===== src/rtl/pc_pkg.sv =====
// Shared encodings and default vectors for the program-counter unit.
// Latency: n/a (package only).
// Backpressure: n/a (package only).
package pc_pkg;

  // Next-PC source select; codes 4-7 fall back to sequential.
  localparam logic [2:0] PC_SEL_SEQ    = 3'd0;
  localparam logic [2:0] PC_SEL_BRANCH = 3'd1;
  localparam logic [2:0] PC_SEL_JUMP   = 3'd2;
  localparam logic [2:0] PC_SEL_REG    = 3'd3;

  // Last fault cause reported to software.
  localparam logic [1:0] CAUSE_NONE     = 2'd0;
  localparam logic [1:0] CAUSE_EXT      = 2'd1;
  localparam logic [1:0] CAUSE_MISALIGN = 2'd2;
  localparam logic [1:0] CAUSE_BOUNDS   = 2'd3;

  // Run state vs exception-handler state.
  typedef enum logic {
    ST_RUN = 1'b0,
    ST_EXC = 1'b1
  } pc_state_t;

  // Default vectors.
  localparam logic [31:0] PC_RESET_VECTOR = 32'h0000_0000;
  localparam logic [31:0] PC_EXC_VECTOR   = 32'h8000_0180;
  localparam logic [31:0] PC_BOUND_LO     = 32'h0000_0000;
  localparam logic [31:0] PC_BOUND_HI     = 32'h0000_FFFC;

endpackage


===== src/rtl/pc_next_calc.sv =====
// Next-PC candidate generation plus misaligned-target and (PC_BOUNDS_EN) range checks.
// Latency: purely combinational, zero cycles.
// Backpressure: none; results are always valid for the current inputs.
module pc_next_calc
  import pc_pkg::*;
#(
  parameter int WIDTH = 32,
  parameter int INC   = 4
`ifdef PC_BOUNDS_EN
  ,
  parameter logic [WIDTH-1:0] BOUND_LO = PC_BOUND_LO,
  parameter logic [WIDTH-1:0] BOUND_HI = PC_BOUND_HI
`endif
) (
  input  logic [WIDTH-1:0] pc,
  input  logic             pc_write,
  input  logic [2:0]       pc_sel,
  input  logic [WIDTH-1:0] branch_off,
  input  logic [25:0]      jtarget,
  input  logic [WIDTH-1:0] reg_target,
  output logic [WIDTH-1:0] pc_plus4,
  output logic [WIDTH-1:0] cand,
  output logic             misalign,
  output logic             bounds_err
);

  assign pc_plus4 = pc + WIDTH'(INC);

  // Select the candidate; reserved select codes behave as sequential.
  always_comb begin
    cand = pc_plus4;
    case (pc_sel)
      PC_SEL_BRANCH: cand = pc_plus4 + (branch_off << 2);
      PC_SEL_JUMP:   cand = {pc_plus4[WIDTH-1:28], jtarget, 2'b00};
      PC_SEL_REG:    cand = reg_target;
      default:       cand = pc_plus4;
    endcase
  end

  // Only a register target can be misaligned; the other sources are word-built.
  assign misalign = pc_write && (pc_sel == PC_SEL_REG) && (reg_target[1:0] != 2'b00);

`ifdef PC_BOUNDS_EN
  // Misalignment is reported in preference to an out-of-range target.
  assign bounds_err = pc_write && !misalign && ((cand < BOUND_LO) || (cand > BOUND_HI));
`else
  assign bounds_err = 1'b0;
`endif

endmodule


===== src/rtl/pc_unit.sv =====
// Program counter with next-PC selection, exception vectoring, EPC capture and eret.
// Latency: every update appears on pc_out one cycle after the enabling edge; pc_plus4 is combinational.
// Backpressure: none; pc_write=0 holds the PC. Optional range check under macro PC_BOUNDS_EN.
module pc_unit
  import pc_pkg::*;
#(
  parameter int               WIDTH        = 32,
  parameter logic [WIDTH-1:0] RESET_VECTOR = PC_RESET_VECTOR,
  parameter logic [WIDTH-1:0] EXC_VECTOR   = PC_EXC_VECTOR,
  parameter int               INC          = 4
`ifdef PC_BOUNDS_EN
  ,
  parameter logic [WIDTH-1:0] BOUND_LO     = PC_BOUND_LO,
  parameter logic [WIDTH-1:0] BOUND_HI     = PC_BOUND_HI
`endif
) (
  input  logic             clk,
  input  logic             rst,
  input  logic             pc_write,
  input  logic [2:0]       pc_sel,
  input  logic [WIDTH-1:0] branch_off,
  input  logic [25:0]      jtarget,
  input  logic [WIDTH-1:0] reg_target,
  input  logic             exc_req,
  input  logic             eret,
  output logic [WIDTH-1:0] pc_out,
  output logic [WIDTH-1:0] pc_plus4,
  output logic [WIDTH-1:0] epc,
  output logic             in_exc,
  output logic [1:0]       cause,
  output logic             fault
);

  logic [WIDTH-1:0] pc_q, pc_d;
  logic [WIDTH-1:0] epc_q, epc_d;
  logic [1:0]       cause_q, cause_d;
  logic             fault_q, fault_d;
  pc_state_t        state_q, state_d;

  logic [WIDTH-1:0] cand;
  logic             misalign;
  logic             bounds_err;
  logic             take_exc;

  pc_next_calc #(
    .WIDTH    (WIDTH),
    .INC      (INC)
`ifdef PC_BOUNDS_EN
    ,
    .BOUND_LO (BOUND_LO),
    .BOUND_HI (BOUND_HI)
`endif
  ) u_calc (
    .pc         (pc_q),
    .pc_write   (pc_write),
    .pc_sel     (pc_sel),
    .branch_off (branch_off),
    .jtarget    (jtarget),
    .reg_target (reg_target),
    .pc_plus4   (pc_plus4),
    .cand       (cand),
    .misalign   (misalign),
    .bounds_err (bounds_err)
  );

  assign take_exc = exc_req || misalign || bounds_err;

  // Next-state and next-register values: exception > eret > pc_write > hold.
  always_comb begin
    pc_d    = pc_q;
    epc_d   = epc_q;
    cause_d = cause_q;
    state_d = state_q;
    fault_d = 1'b0;
    if (take_exc) begin
      pc_d    = EXC_VECTOR;
      fault_d = 1'b1;
      state_d = ST_EXC;
      // A nested fault must not lose the original return address.
      if (state_q == ST_RUN) epc_d = pc_q;
      // Faults caused by the current instruction are reported ahead of the external request.
      if (misalign)        cause_d = CAUSE_MISALIGN;
      else if (bounds_err) cause_d = CAUSE_BOUNDS;
      else                 cause_d = CAUSE_EXT;
    end else if (eret) begin
      // eret outside the handler is a no-op and also suppresses pc_write.
      if (state_q == ST_EXC) begin
        pc_d    = epc_q;
        state_d = ST_RUN;
        cause_d = CAUSE_NONE;
      end
    end else if (pc_write) begin
      pc_d = cand;
    end
  end

  // State and register update with synchronous reset taking priority.
  always_ff @(posedge clk) begin
    if (rst) begin
      pc_q    <= RESET_VECTOR;
      epc_q   <= '0;
      cause_q <= CAUSE_NONE;
      fault_q <= 1'b0;
      state_q <= ST_RUN;
    end else begin
      pc_q    <= pc_d;
      epc_q   <= epc_d;
      cause_q <= cause_d;
      fault_q <= fault_d;
      state_q <= state_d;
    end
  end

  assign pc_out = pc_q;
  assign epc    = epc_q;
  assign cause  = cause_q;
  assign fault  = fault_q;
  assign in_exc = (state_q == ST_EXC);

endmodule


===== config.mk =====
export PLATFORM = sky130hd
export DESIGN_NAME = pc_unit
export DESIGN_NICKNAME = d
export VERILOG_FILES = /design/src/rtl/pc_pkg.sv /design/src/rtl/pc_next_calc.sv /design/src/rtl/pc_unit.sv
export SDC_FILE = /design/constraint.sdc
export NUM_CORES = 1
export LEC_CHECK = 0
export ABC_CLOCK_PERIOD_IN_PS = 6600
export BUFFER_PORTS_ARGS = -buffer_cell sky130_fd_sc_hd__buf_2
export CAP_MARGIN = 20
export CORE_MARGIN = 1.5
export CORE_UTILIZATION = 35
export DETAILED_ROUTE_END_ITERATION = 12
export PLACE_DENSITY = 0.64
export SYNTH_ARGS = -nofsm -noshare
export SYNTH_HDL_FRONTEND = slang
export SYNTH_SLANG_ARGS = --single-unit

===== constraint.sdc =====
create_clock -name clk -period 6.6 [get_ports clk]
set_clock_uncertainty 0.05 [all_clocks]
set_input_delay 1.32 -clock clk [delete_from_list [all_inputs] [get_ports clk]]
set_output_delay 1.32 -clock clk [all_outputs]
set_load 0.02 [all_outputs]

# After elaboration in Yosys (flattened, before gate mapping)
# Cells that the tools add are included.
# word_totals
regBits	68
out_inout_bits	100
wordCells	33
# classes
addsub	2
n_mux	12
n_eq_ne	3
reduce_logical	10
# ops
operator	n
32-bit two-way mux	4
32-bit case mux with 3 select lines	1
32-bit by 3-bit adder with 32-bit output, second input constant	1
32-bit adder	1
2-bit two-way mux	4
2-bit nonzero test	4
3-bit by 2-bit == test with 1-bit output, second input constant	2
3-bit by 1-bit == test with 1-bit output, second input constant	1
1-bit two-way mux	3
3-bit nonzero test	1
1-bit logical AND	2
2-bit AND reduction	1
2-bit OR reduction	1
1-bit logical OR	1

# Logic depth before layout (Yosys ltp)
# Gate-level depths: netlist of run 1.
# logic_depth
word_depth	6
mapped_depth	18
ltp_nobuf	17

# Modules after synthesis
# Synthesis of run 1 repeated with hierarchy kept, for this count alone.
# hier_totals
hier_cells	669
area_unflattened_um2	5348.9
# by_module_without_submodules
mod	instances	seq_area_each_um2	area_each_um2	cells_per_inst
pc_next_calc	1	0.0	2946.6	424
pc_unit	1	1361.3	2402.3	245

# Worst setup path before layout of run 1
# OpenSTA, ideal clock, no wires.
# synth_timing
path_kind	register -> register
from	register pc_q[2] (netlist: pc_out[2])
to	register pc_q[28] (netlist: pc_out[28])
path_stages_with_launch	14
t_arrival_ns	4.018
n_path_buf	0
setup_time_ns	0.074
required_ns	6.476
setup_slack_ns	2.458
cell_sequence	dfxtp_1 > ha_1 > nand3_1 > nor4_4 > and3_1 > nand2_1 > xnor2_1 > ha_1 > and3_2 > a311o_1 > a311oi_2 > a21oi_1 > or4_1 > a31oi_1
# synth_between
elab_chain_cells	5
# synth_lines
item	line	text
start, declared	pc_unit.sv:34	logic [WIDTH-1:0] pc_q, pc_d;
start signal, assigned	pc_unit.sv:106	pc_q <= pc_d;
32-bit by 3-bit adder with 32-bit output	pc_next_calc.sv:27	assign pc_plus4 = pc + WIDTH'(INC);
via pc_plus4[18]	pc_unit.sv:27	output logic [WIDTH-1:0] pc_plus4,
32-bit adder	pc_next_calc.sv:33	PC_SEL_BRANCH: cand = pc_plus4 + (branch_off << 2);
32-bit case mux with 3 select lines	pc_next_calc.sv:32	case (pc_sel)
32-bit two-way mux	pc_unit.sv:92	end else if (pc_write) begin
32-bit two-way mux	pc_unit.sv:85	end else if (eret) begin
# The timed path passes the listed nets, and every way through them passes these cells. The select of a mux whose other input is x is not followed.
# A chain may end at the register's enable or synchronous reset.

# Worst setup path in the final report of run 1
# layout_timing
from	register pc_q[2] (netlist: pc_out[2])
to	register pc_q[30] (netlist: pc_out[30])
# layout_between
elab_chain_cells	5
# layout_lines
item	line
32-bit by 3-bit adder with 32-bit output *	pc_next_calc.sv:27
32-bit adder	pc_next_calc.sv:33
32-bit case mux with 3 select lines *	pc_next_calc.sv:32
32-bit two-way mux *	pc_unit.sv:92
32-bit two-way mux *	pc_unit.sv:85
# Mark *: on every way between the ends. The rest lies on a longest branch, timed or not. The select of a mux whose other input is x is not followed.

==> results of run 1 <==
state kept, by name (all words and copies together), names as in the netlist, named ones only:
register / cells
cause: 2
fault: 1
pc_out: 30
in_exc: 1
epc: 32
metal layers:
| layer | track usage [%] | wire length (um) |
|---|---|---|
| met4 | 5.420 | 313 |
| met3 | 5.402 | 1460 |
| met1 | 30.50 | 8618 |
| met5 | 0 | 0 |
| met2 | 43.34 | 10050 |
critical path: cells and delay by family, from the launching register on:
family                   cells  cell delay, ns
AND/OR/NAND/NOR              5            1.26
adder cells (fa/ha/maj)      2            0.60
XOR/XNOR                     2            0.49
AO/OA/AOI/OAI                6            1.44
flip-flops                   1            0.44
power groups by stage:
stage | sequential [mW] | combinational [mW] | clock, mW
3_5_place_dp | 0.443 | 0.259 | 0
4_1_cts | 0.434 | 0.260 | 0.531
2_1_floorplan | 0.449 | 0.159 | 0
3_3_place_gp | 0.442 | 0.258 | 0
5_1_grt | 0.435 | 0.286 | 0.548
6_report | 0.434 | 0.262 | 0.521
layout make-up:
cell class	instances	area, um2	area share [%]
clock buffer	10	239.0	3.501
clock inverter	6	87.58	1.283
inverter	19	71.32	1.045
multi-input combinational	608	3802	55.71
sequential	68	1361	19.95
tap	188	235.2	3.446
timing repair buffer	202	1028	15.07
layout by cell type (no fill, tap or decap), types with 4 or more instances in the layout:
master and count:
sky130_fd_sc_hd__buf_2 195, sky130_fd_sc_hd__nand2_1 120, sky130_fd_sc_hd__a21oi_1 101, sky130_fd_sc_hd__dfxtp_1 68, sky130_fd_sc_hd__nor2_1 48, sky130_fd_sc_hd__xnor2_1 31
sky130_fd_sc_hd__ha_1 31, sky130_fd_sc_hd__o21ai_0 27, sky130_fd_sc_hd__a22oi_1 21, sky130_fd_sc_hd__nand3_1 20, sky130_fd_sc_hd__inv_1 19, sky130_fd_sc_hd__xor2_1 19
sky130_fd_sc_hd__o221ai_1 17, sky130_fd_sc_hd__nor3_1 13, sky130_fd_sc_hd__o211ai_1 13, sky130_fd_sc_hd__a31oi_1 12, sky130_fd_sc_hd__a21o_1 11, sky130_fd_sc_hd__o22ai_1 10
sky130_fd_sc_hd__a211oi_1 9, sky130_fd_sc_hd__nor2b_1 9, sky130_fd_sc_hd__clkbuf_16 9, sky130_fd_sc_hd__mux2i_1 8, sky130_fd_sc_hd__o21a_1 8, sky130_fd_sc_hd__and3_1 8
sky130_fd_sc_hd__buf_4 7, sky130_fd_sc_hd__nand2b_1 6, sky130_fd_sc_hd__o21bai_1 6, sky130_fd_sc_hd__and2_1 6, sky130_fd_sc_hd__nand4_1 6, sky130_fd_sc_hd__or3_1 4
kinds of logic after synthesis:
kind of cell	count (synthesis)
AO/OA/AOI/OAI	262
AND/OR/NAND/NOR	255
buffers and inverters	69
flip-flops	68
XOR/XNOR	51
adder cells (fa/ha/maj)	32
multiplexers	8
final timing paths:
check / startpoint / end / slack [ns] / depth (start not counted)
setup / recovery: pc_out[2]$_SDFFE_PP0P_ / pc_out[30]$_SDFFE_PP0P_ / 2.19 / 15
hold / removal: epc[23]$_SDFFE_PP0P_ / epc[23]$_SDFFE_PP0P_ / 0.42 / 2
setup reg to reg: pc_out[2]$_SDFFE_PP0P_ / pc_out[30]$_SDFFE_PP0P_ / 2.19 / 15
hold reg to reg: epc[23]$_SDFFE_PP0P_ / epc[23]$_SDFFE_PP0P_ / 0.42 / 2
==> flow_metrics.py, run 1 <==
metrics = {
    "sta": {
        "post-route-min-period_ns": 4.410,
        "slew_violations": 0,
        "worst_slew_pin_slew_ns": 0.9401,
        "setup_tns_final_ns": 0,
        "hold_slack_ns": 0.4182,
        "min_period_over_period_pct": 66.82,
        "finalHoldViolCount": 0,
        "relSlewSlack_pct": 37.33,
        "post-route-worst-setup-slack_ns": 2.190,
        "max_clock_freq_mhz": 226.8,
        "grt_setup_unrepaired": "false",
        "timing.final.setup_violations": 0,
    },
    "worst_setup_path": {
        "start_kind": "flip-flop",
        "critPathRequiredTime_ns": 6.76,
        "critPathArrivalTime_ns": 4.57,
        "end_kind": "flip-flop",
        "slowest_delay_ns": 0.44,
        "critical_path_maximum_fanout": 7,
        "worstPathCellList": "ha_1 -> nand3_1 -> nor4_4 -> and3_1 -> nand2_1 -> xnor2_1 -> ha_1 -> and3_2 -> a311o_1 -> a311oi_2 -> a21oi_1 -> o31ai_1 -> a21oi_1 -> xnor2_1 -> o22ai_1",
        "cp_slowest_cell": "sky130_fd_sc_hd__dfxtp_1",
        "crit_type": "reg2reg",
    },
    "final_layout": {
        "finalCoreUtilization_pct": 44.90,
        "finish.instance_area_um2": 6825,
        "synthToLayoutAreaGrowth_pct": 25.58,
        "fin_nets": 1038,
        "layout.cells.non_filler": 1101,
        "final.fill_count": 1588,
        "diodes": 0,
        "layout_cells_sized_above_1_pct": 25.52,
    },
    "synth": {
        "netlist_top_cells_count": "sky130_fd_sc_hd__nand2_1, sky130_fd_sc_hd__a21oi_1, sky130_fd_sc_hd__dfxtp_1",
        "post_synth_xor_area_fraction_pct": 8.356,
        "async_flop_share_pct": 0,
        "syn_area_per_cell_um2": 7.296,
        "synth_nets": 875,
        "synthMostInstantiatedCell": "sky130_fd_sc_hd__nand2_1",
        "synth_top_area_share_pct": 25.05,
        "synth_area_leaders": "sky130_fd_sc_hd__dfxtp_1, sky130_fd_sc_hd__a21oi_1, sky130_fd_sc_hd__nand2_1, sky130_fd_sc_hd__ha_1, sky130_fd_sc_hd__xnor2_1",
        "synth-compound-area-share_pct": 31.05,
        "post_synth_inst_count": 745,
        "post_synthesis_instance_area_um2": 5435,
        "ys_ff_latch": 68,
        "synth.lib_cells_used.distinct": 61,
        "synth_top_area_cell": "sky130_fd_sc_hd__dfxtp_1",
        "synth_top_family_by_area": "compound AO/OA/AOI/OAI gates",
        "ys.warnings.count": 0,
        "synth_edf_count": 0,
        "ys_seq_area_share_pct": 25.05,
        "postSynth.topFlopCell": "sky130_fd_sc_hd__dfxtp_1",
        "muxShareOfSynthArea_pct": 1.473,
        "synthSimpleGateAreaFrac_pct": 21.52,
        "synth-adder-area-share_pct": 7.505,
    },
    "cts": {
        "cts.root.buffer_cell": "sky130_fd_sc_hd__clkbuf_16",
        "tritoncts": "built",
        "cts.repair_timing.setup_buffer_count": 0,
        "cts.repair.resized": 0,
        "cts_hold_buffers": 0,
        "cts_sinks": 68,
        "numCtsBuffers": 9,
        "worst_skew_pair.late_latency_ns": 0.33,
        "cts.path.max_buffers": 2,
        "cts-htree-levels": 3,
        "clock_transition_at_path_regs_ns": 0.06,
    },
    "grt": {
        "grt.overflow.total": 0,
        "initial_antenna_violation_count": 0,
        "grt_pass1_vias": 5739,
        "grt_first_pass_wirelength_um": 31030,
        "grt_start_max_net_pins": 42,
        "gr-usage-all-layers_pct": 24.52,
    },
    "power_and_ir_drop": {
        "power.internal_mw": 0.8564,
        "power_density_nw_per_um2": 178.4,
        "power.net_switching_mw": 0.3610,
        "finalPower_mw": 1.217,
        "share_seq_of_total_power_pct": 35.6,
        "clkPwrFrac_pct": 42.8,
        "power.share.combinational_pct": 21.5,
        "vdd_drop_max_mv": 0.1199,
        "power.switching_fraction_pct": 29.65,
        "leakagePower_nw": 3.060,
    },
    "floorplan": {
        "die_width_um": 127.6,
        "floorplan.initialDensity_pct": 35.75,
        "floorplan.die_area_um2": 16290,
        "fp-row-count": 45,
        "core_area_um2": 15200,
        "boundaryPins": 198,
        "chipHeight_um": 127.6,
    },
    "placement": {
        "placed_cell_count": 1085,
        "detailed_placement_wirelength_estimate_um": 15920,
        "preCtsSetupSlack_ns": 2.291,
        "gp_routability_congestion": 0.9253,
        "post_dp_cell_area_um2": 6499,
        "io_buffers": 195,
    },
    "run": {
        "timing.max_cap.violations": 0,
    },
    "route": {
        "first_drt_iteration_drcs": 375,
        "drc_errors": 0,
        "viasPerCell": 5.670,
        "antenna_left": 0,
        "detailroute.via_count": 6243,
        "detailed_routing_iterations_pass_1": 5,
        "detail_route.wl_per_cell_um": 18.57,
        "drt_wl_total_um": 20440,
    },
    "outcome": {
        "status": "finished, final reports clean",
    },
    "hold_path": {
        "min_path_type": "reg2reg",
    },
}
No activity file was read; power rests on OpenSTA's default activity.
==> run 2: changes to the inputs <==
--- a/config.mk
+++ b/config.mk
@@ -5,13 +5,13 @@
 export SDC_FILE = /design/constraint.sdc
 export NUM_CORES = 1
 export LEC_CHECK = 0
-export ABC_CLOCK_PERIOD_IN_PS = 6600
+export ABC_CLOCK_PERIOD_IN_PS = 3900
 export BUFFER_PORTS_ARGS = -buffer_cell sky130_fd_sc_hd__buf_2
 export CAP_MARGIN = 20
 export CORE_MARGIN = 1.5
 export CORE_UTILIZATION = 35
 export DETAILED_ROUTE_END_ITERATION = 12
-export PLACE_DENSITY = 0.64
+export PLACE_DENSITY = 0.66
 export SYNTH_ARGS = -nofsm -noshare
 export SYNTH_HDL_FRONTEND = slang
 export SYNTH_SLANG_ARGS = --single-unit
==> constraint.sdc (replaced) <==
create_clock -name clk -period 3.9 [get_ports clk]
set_clock_uncertainty 0.05 [all_clocks]
set_input_delay 0.78 -clock clk [delete_from_list [all_inputs] [get_ports clk]]
set_output_delay 0.78 -clock clk [all_outputs]
set_load 0.02 [all_outputs]
==> flow_metrics.py, run 2 (synthesis gave the netlist of run 1 again) <==
metrics = {
    "final_layout": {
        "layout.cells.non_filler": 1152,
        "fin_nets": 1089,
        "commonest_cells_after_routing_fill_and_taps_aside": "sky130_fd_sc_hd__buf_2, sky130_fd_sc_hd__nand2_1, sky130_fd_sc_hd__a21oi_1, sky130_fd_sc_hd__dfxtp_1, sky130_fd_sc_hd__buf_4",
        "largest_reg_flops": 32,
        "synthToLayoutAreaGrowth_pct": 34.76,
        "layout_cells_sized_above_1_pct": 31.74,
        "layout.cells.most_common": "sky130_fd_sc_hd__buf_2",
        "diodes": 0,
        "finalCoreUtilization_pct": 48.18,
    },
    "floorplan": {
        "core_area_um2": 15200,
        "floorplan.die_area_um2": 16290,
        "boundaryPins": 198,
        "fp-row-count": 45,
        "die_width_um": 127.6,
        "chipHeight_um": 127.6,
        "floorplan.initialDensity_pct": 35.75,
    },
    "cts": {
        "cts_sinks": 68,
        "cts.path.max_buffers": 2,
        "clock_transition_at_path_regs_ns": 0.06,
        "cts.root.buffer_cell": "sky130_fd_sc_hd__clkbuf_16",
        "tritoncts": "built",
        "cts-htree-levels": 3,
        "numCtsBuffers": 9,
        "worst_skew_pair.late_latency_ns": 0.33,
    },
    "worst_setup_path": {
        "critPathArrivalTime_ns": 3.92,
        "critical_path_maximum_fanout": 6,
        "cp_slowest_cell": "sky130_fd_sc_hd__or4_1",
        "timing_endpoint_of_the_critical_path": "pc_out[28]$_SDFFE_PP0P_",
        "worstPathCellList": "buf_4 -> nand3_1 -> inv_1 -> nand3_1 -> nor3_2 -> nand4_1 -> xnor2_1 -> ha_1 -> a21o_1 -> a311o_1 -> a311oi_2 -> a21oi_1 -> or4_1 -> a31oi_1",
        "critPathRequiredTime_ns": 4.11,
        "critical_r2r_capture": "pc_out[28]$_SDFFE_PP0P_",
        "slowest_delay_ns": 0.53,
        "timing.critical_path.from": "pc_out[2]$_SDFFE_PP0P_",
        "most_frequent_cell_on_critical_path": "sky130_fd_sc_hd__nand3_1",
        "rrSetupSlack_ns": 0.19,
        "cp_num_cells": 14,
        "end_kind": "flip-flop",
        "timing.critical_path.buf_inv": 2,
        "start_kind": "flip-flop",
        "r2r.worst_path.cells": 14,
        "worst_path_top_cell_family_by_delay": "simple AND/OR/NAND/NOR gates",
        "startpoint_of_the_worst_slack_reg_to_reg_timing_path": "pc_out[2]$_SDFFE_PP0P_",
        "crit_type": "reg2reg",
    },
    "route": {
        "drc_errors": 0,
        "detail_route.wl_per_cell_um": 18.80,
        "viasPerCell": 5.615,
        "first_drt_iteration_drcs": 500,
        "detailed_routing_iterations_pass_1": 5,
        "antenna_left": 0,
        "drt_wl_total_um": 21650,
        "detailroute.via_count": 6468,
    },
    "grt": {
        "gr-usage-all-layers_pct": 25.91,
        "grt_first_pass_wirelength_um": 32630,
        "grt_start_max_net_pins": 42,
        "grt_pass1_vias": 6065,
        "grt.overflow.total": 0,
        "initial_antenna_violation_count": 0,
    },
    "power_and_ir_drop": {
        "leakagePower_nw": 3.360,
        "vdd_drop_max_mv": 0.1731,
        "power_density_nw_per_um2": 272.6,
    },
    "placement": {
        "gp_routability_congestion": 0.9288,
        "io_buffers": 195,
        "placed_cell_count": 1135,
        "detailed_placement_wirelength_estimate_um": 17120,
        "preCtsSetupSlack_ns": 0.009248,
    },
    "sta": {
        "timing.final.setup_violations": 0,
        "worst_slew_pin_slew_ns": 0.8084,
        "post-route-worst-setup-slack_ns": 0.1937,
        "min_period_over_period_pct": 95.03,
        "slew_violations": 0,
        "relSlewSlack_pct": 46.11,
        "post-route-min-period_ns": 3.706,
        "finalHoldViolCount": 0,
        "max_clock_freq_mhz": 269.8,
    },
    "run": {
        "timing.max_cap.violations": 0,
    },
    "hold_path": {
        "min_path_type": "reg2reg",
    },
    "outcome": {
        "status": "finished, final reports clean",
    },
}
[run 2: cell count changes in the layout (fill, tap and decap cells not counted), moves of 3 or more]
| cell | previous run | this run |
|---|---|---|
| sky130_fd_sc_hd__buf_4 | 7 | 57 |
| sky130_fd_sc_hd__xnor2_1 | 31 | 25 |
| sky130_fd_sc_hd__xnor2_2 | 1 | 6 |
| sky130_fd_sc_hd__dfxtp_1 | 68 | 65 |
| sky130_fd_sc_hd__dfxtp_2 | 0 | 3 |
[run 2: worst min-delay path by stage]
| stage | start | slack, ns | to | cells past startpoint |
|---|---|---|---|---|
| 2_1_floorplan | pc_out[3]$_SDFFE_PP0P_ | 0.47 | epc[3]$_SDFFE_PP0P_ | 2 |
| 3_3_place_gp | epc[20]$_SDFFE_PP0P_ | 0.41 | epc[20]$_SDFFE_PP0P_ | 2 |
| 3_5_place_dp | epc[20]$_SDFFE_PP0P_ | 0.41 | epc[20]$_SDFFE_PP0P_ | 2 |
| 4_1_cts | epc[24]$_SDFFE_PP0P_ | 0.42 | epc[24]$_SDFFE_PP0P_ | 2 |
| 5_1_grt | epc[31]$_SDFFE_PP0P_ | 0.44 | epc[31]$_SDFFE_PP0P_ | 2 |
| 6_report | epc[24]$_SDFFE_PP0P_ | 0.42 | epc[24]$_SDFFE_PP0P_ | 2 |
[run 2: power by group]
part,switching [mW],leakage (nW),total (mW),internal (mW)
Sequential,0.0180,0.553,0.728,0.710
Combinational,0.303,2.67,0.492,0.189
Clock,0.312,0.134,0.776,0.464
Total,0.633,3.36,2.00,1.36
[run 2: area by class of cell]
cell class	instances	area [um2]
repair buffers	253	1424
clock inverters	5	36.28
well taps	188	235.2
multi-input cells	608	3940
flip-flops and latches	68	1365
inverters	19	71.32
fillers	1580	7878
clock buffers	11	252.7
[run 2: worst register-to-register path, stage by stage, from the launching register on]
cell and delay (ns):
sky130_fd_sc_hd__dfxtp_2 0.33, sky130_fd_sc_hd__buf_4 0.13, sky130_fd_sc_hd__nand3_1 0.13, sky130_fd_sc_hd__inv_1 0.12, sky130_fd_sc_hd__nand3_1 0.12, sky130_fd_sc_hd__nor3_2 0.26
sky130_fd_sc_hd__nand4_1 0.15, sky130_fd_sc_hd__xnor2_1 0.31, sky130_fd_sc_hd__ha_1 0.33, sky130_fd_sc_hd__a21o_1 0.20, sky130_fd_sc_hd__a311o_1 0.35, sky130_fd_sc_hd__a311oi_2 0.30
sky130_fd_sc_hd__a21oi_1 0.14, sky130_fd_sc_hd__or4_1 0.53, sky130_fd_sc_hd__a31oi_1 0.17
[run 2: metal layers]
layer	track usage (%)	share of wire [%]	vias to the layer above
li1	-	-	3129
met1	33.30	43	2998
met2	43.59	47	306
met3	4.732	8.1	35
met4	9.121	2.8	0
met5	0	0	-
[run 2: what timing repair did]
item                       4_1_cts  5_1_grt
cloned                           0        0
resized for setup                3       17
setup endpoints to repair        3       12
setup buffers                    0        1
hold buffers                     0        0
pin swaps                        0        3
[run 2: stage by stage]
step           area [um2]  power (mW)  hold slack (ns)  setup TNS [ns]
3_3_place_gp         6923       1.221           0.4097               0
4_1_cts              7227       1.992           0.4223               0
6_report             7325       1.997           0.4224               0
5_1_grt              7325       2.078           0.4426        -0.05741
3_5_place_dp         6923       1.223           0.4137               0
2_1_floorplan        5472       1.029           0.4703               0
==> run 3: changes to the inputs <==
--- a/config.mk
+++ b/config.mk
@@ -5,13 +5,13 @@
 export SDC_FILE = /design/constraint.sdc
 export NUM_CORES = 1
 export LEC_CHECK = 0
-export ABC_CLOCK_PERIOD_IN_PS = 3900
+export ABC_CLOCK_PERIOD_IN_PS = 4500
 export BUFFER_PORTS_ARGS = -buffer_cell sky130_fd_sc_hd__buf_2
 export CAP_MARGIN = 20
 export CORE_MARGIN = 1.5
 export CORE_UTILIZATION = 35
 export DETAILED_ROUTE_END_ITERATION = 12
-export PLACE_DENSITY = 0.66
+export PLACE_DENSITY = 0.64
 export SYNTH_ARGS = -nofsm -noshare
 export SYNTH_HDL_FRONTEND = slang
 export SYNTH_SLANG_ARGS = --single-unit
==> constraint.sdc (replaced) <==
create_clock -name clk -period 4.5 [get_ports clk]
set_clock_uncertainty 0.05 [all_clocks]
set_input_delay 0.9 -clock clk [delete_from_list [all_inputs] [get_ports clk]]
set_output_delay 0.9 -clock clk [all_outputs]
set_load 0.02 [all_outputs]
==> flow_metrics.py, run 3 (synthesis gave the netlist of run 1 again) <==
metrics = {
    "sta": {
        "min_period_over_period_pct": 92.86,
        "worst_slew_pin_slew_ns": 0.7624,
        "relSlewSlack_pct": 49.17,
        "slew_violations": 0,
        "max_clock_freq_mhz": 239.3,
        "post-route-min-period_ns": 4.179,
        "grt_setup_unrepaired": "false",
        "setup_tns_final_ns": 0,
        "timing.final.setup_violations": 0,
        "finalHoldViolCount": 0,
        "hold_slack_ns": 0.4188,
    },
    "worst_setup_path": {
        "start_kind": "flip-flop",
        "critPathRequiredTime_ns": 4.67,
        "critPathArrivalTime_ns": 4.34,
        "timing.critical_path.from": "pc_out[3]$_SDFFE_PP0P_",
        "r2r.worst_path.cells": 15,
        "crit_type": "reg2reg",
        "critical_r2r_capture": "pc_out[30]$_SDFFE_PP0P_",
        "timing_endpoint_of_the_critical_path": "pc_out[30]$_SDFFE_PP0P_",
        "critical_path_maximum_fanout": 6,
        "startpoint_of_the_worst_slack_reg_to_reg_timing_path": "pc_out[3]$_SDFFE_PP0P_",
        "end_kind": "flip-flop",
        "rrSetupSlack_ns": 0.32,
    },
    "cts": {
        "cts.path.max_buffers": 2,
        "worst_skew_pair.late_latency_ns": 0.34,
        "cts.root.buffer_cell": "sky130_fd_sc_hd__clkbuf_16",
        "cts_sinks": 68,
        "tritoncts": "built",
        "numCtsBuffers": 9,
        "cts-htree-levels": 3,
        "clock_transition_at_path_regs_ns": 0.06,
    },
    "grt": {
        "grt_start_max_net_pins": 42,
        "grt_pass1_vias": 5898,
        "gr-usage-all-layers_pct": 25.10,
        "initial_antenna_violation_count": 0,
        "grt.overflow.total": 0,
        "grt_first_pass_wirelength_um": 31680,
    },
    "final_layout": {
        "layout.cells.most_common": "sky130_fd_sc_hd__buf_2",
        "fin_nets": 1053,
        "synthToLayoutAreaGrowth_pct": 27.90,
        "finalCoreUtilization_pct": 45.73,
        "largest_reg_flops": 32,
        "commonest_cells_after_routing_fill_and_taps_aside": "sky130_fd_sc_hd__buf_2, sky130_fd_sc_hd__nand2_1, sky130_fd_sc_hd__a21oi_1, sky130_fd_sc_hd__dfxtp_1, sky130_fd_sc_hd__nor2_1",
        "layout_cells_sized_above_1_pct": 26.83,
        "diodes": 0,
        "finish.instance_area_um2": 6952,
    },
    "floorplan": {
        "chipHeight_um": 127.6,
        "boundaryPins": 198,
        "die_width_um": 127.6,
        "floorplan.die_area_um2": 16290,
        "core_area_um2": 15200,
        "floorplan.initialDensity_pct": 35.75,
        "fp-row-count": 45,
    },
    "power_and_ir_drop": {
        "leakagePower_nw": 3.152,
        "vdd_drop_max_mv": 0.2618,
        "power_density_nw_per_um2": 257.6,
    },
    "route": {
        "drt_wl_total_um": 20700,
        "first_drt_iteration_drcs": 405,
        "viasPerCell": 5.592,
        "detailed_routing_iterations_pass_1": 5,
        "detail_route.wl_per_cell_um": 18.55,
        "antenna_left": 0,
        "drc_errors": 0,
        "detailroute.via_count": 6241,
    },
    "placement": {
        "io_buffers": 195,
        "gp_routability_congestion": 0.9487,
        "post_dp_cell_area_um2": 6624,
        "detailed_placement_wirelength_estimate_um": 16280,
    },
    "hold_path": {
        "min_path_type": "reg2reg",
    },
    "run": {
        "timing.max_cap.violations": 0,
    },
    "outcome": {
        "status": "finished, final reports clean",
    },
}
==> run 3: cell types whose count changed in the layout (fill, tap and decap cells not counted), moves of 3 or more <==
cell,previous run,this run
sky130_fd_sc_hd__buf_4,57,21
sky130_fd_sc_hd__xnor2_1,25,31
sky130_fd_sc_hd__xnor2_2,6,1
sky130_fd_sc_hd__clkinvlp_4,3,0
sky130_fd_sc_hd__dfxtp_1,65,68
sky130_fd_sc_hd__dfxtp_2,3,0
==> run 3: layout make-up <==
type | instances | area (um2)
Fill cell | 1561 | 8250
Sequential cell | 68 | 1361
Timing Repair Buffer | 217 | 1154
Inverter | 19 | 71.32
Clock inverter | 5 | 75.07
Clock buffer | 11 | 242.7
Tap cell | 188 | 235.2
Multi-Input combinational cell | 608 | 3812
==> run 3: per-stage QoR <==
stage,total power [mW],cells,worst slack [ns]
floorplan,0.8908,745,0.3578
detailed placement,1.038,1100,0.3518
global route,1.863,1116,0.03859
CTS,1.797,1116,0.3121
finish,1.791,1116,0.3215
global placement,1.037,1100,0.3905
==> run 3: timing repair <==
action	in CTS	in global routing
buffers inserted	0	0
setup endpoints to repair	0	2
hold buffers	0	0
gates resized for setup	0	2
==> run 3: where the power goes <==
group	total (mW)	switching [mW]	internal, mW	leakage (nW)
Sequential	0.632	0.0166	0.616	0.551
Combinational	0.398	0.249	0.149	2.44
Clock	0.760	0.263	0.497	0.159
Total	1.79	0.528	1.26	3.15
==> run 3: how the worst min path moves through the flow <==
stage	startpoint	endpoint	slack [ns]	cells after the start
detailed placement	epc[23]$_SDFFE_PP0P_	epc[23]$_SDFFE_PP0P_	0.41	2
floorplan	epc[29]$_SDFFE_PP0P_	epc[29]$_SDFFE_PP0P_	0.49	2
global route	epc[30]$_SDFFE_PP0P_	epc[30]$_SDFFE_PP0P_	0.43	2
finish	epc[23]$_SDFFE_PP0P_	epc[23]$_SDFFE_PP0P_	0.42	2
CTS	epc[23]$_SDFFE_PP0P_	epc[23]$_SDFFE_PP0P_	0.42	2
global placement	epc[7]$_SDFFE_PP0P_	epc[7]$_SDFFE_PP0P_	0.41	2
==> run 3: routing by layer <==
layer  vias to the layer above  part of all wire [%]  track usage (%)
met3                        34                   6.4            4.983
met5                         -                     0                0
met1                      2909                    43            31.13
met2                       232                    48            43.59
met4                         0                   2.4            8.196
li1                       3066                     -                -
==> run 3: critical path, cell delays in order (launching register included) <==
cell and delay, ns:
sky130_fd_sc_hd__dfxtp_1 0.33, sky130_fd_sc_hd__ha_1 0.19, sky130_fd_sc_hd__nand3_1 0.20, sky130_fd_sc_hd__nor4_4 0.30, sky130_fd_sc_hd__and3_1 0.32, sky130_fd_sc_hd__nand2_1 0.09
sky130_fd_sc_hd__xnor2_1 0.31, sky130_fd_sc_hd__ha_1 0.37, sky130_fd_sc_hd__and3_2 0.28, sky130_fd_sc_hd__a311o_1 0.39, sky130_fd_sc_hd__a311oi_2 0.34, sky130_fd_sc_hd__a21oi_1 0.15
sky130_fd_sc_hd__o31ai_1 0.37, sky130_fd_sc_hd__a21oi_1 0.14, sky130_fd_sc_hd__xnor2_1 0.15, sky130_fd_sc_hd__o22ai_1 0.08
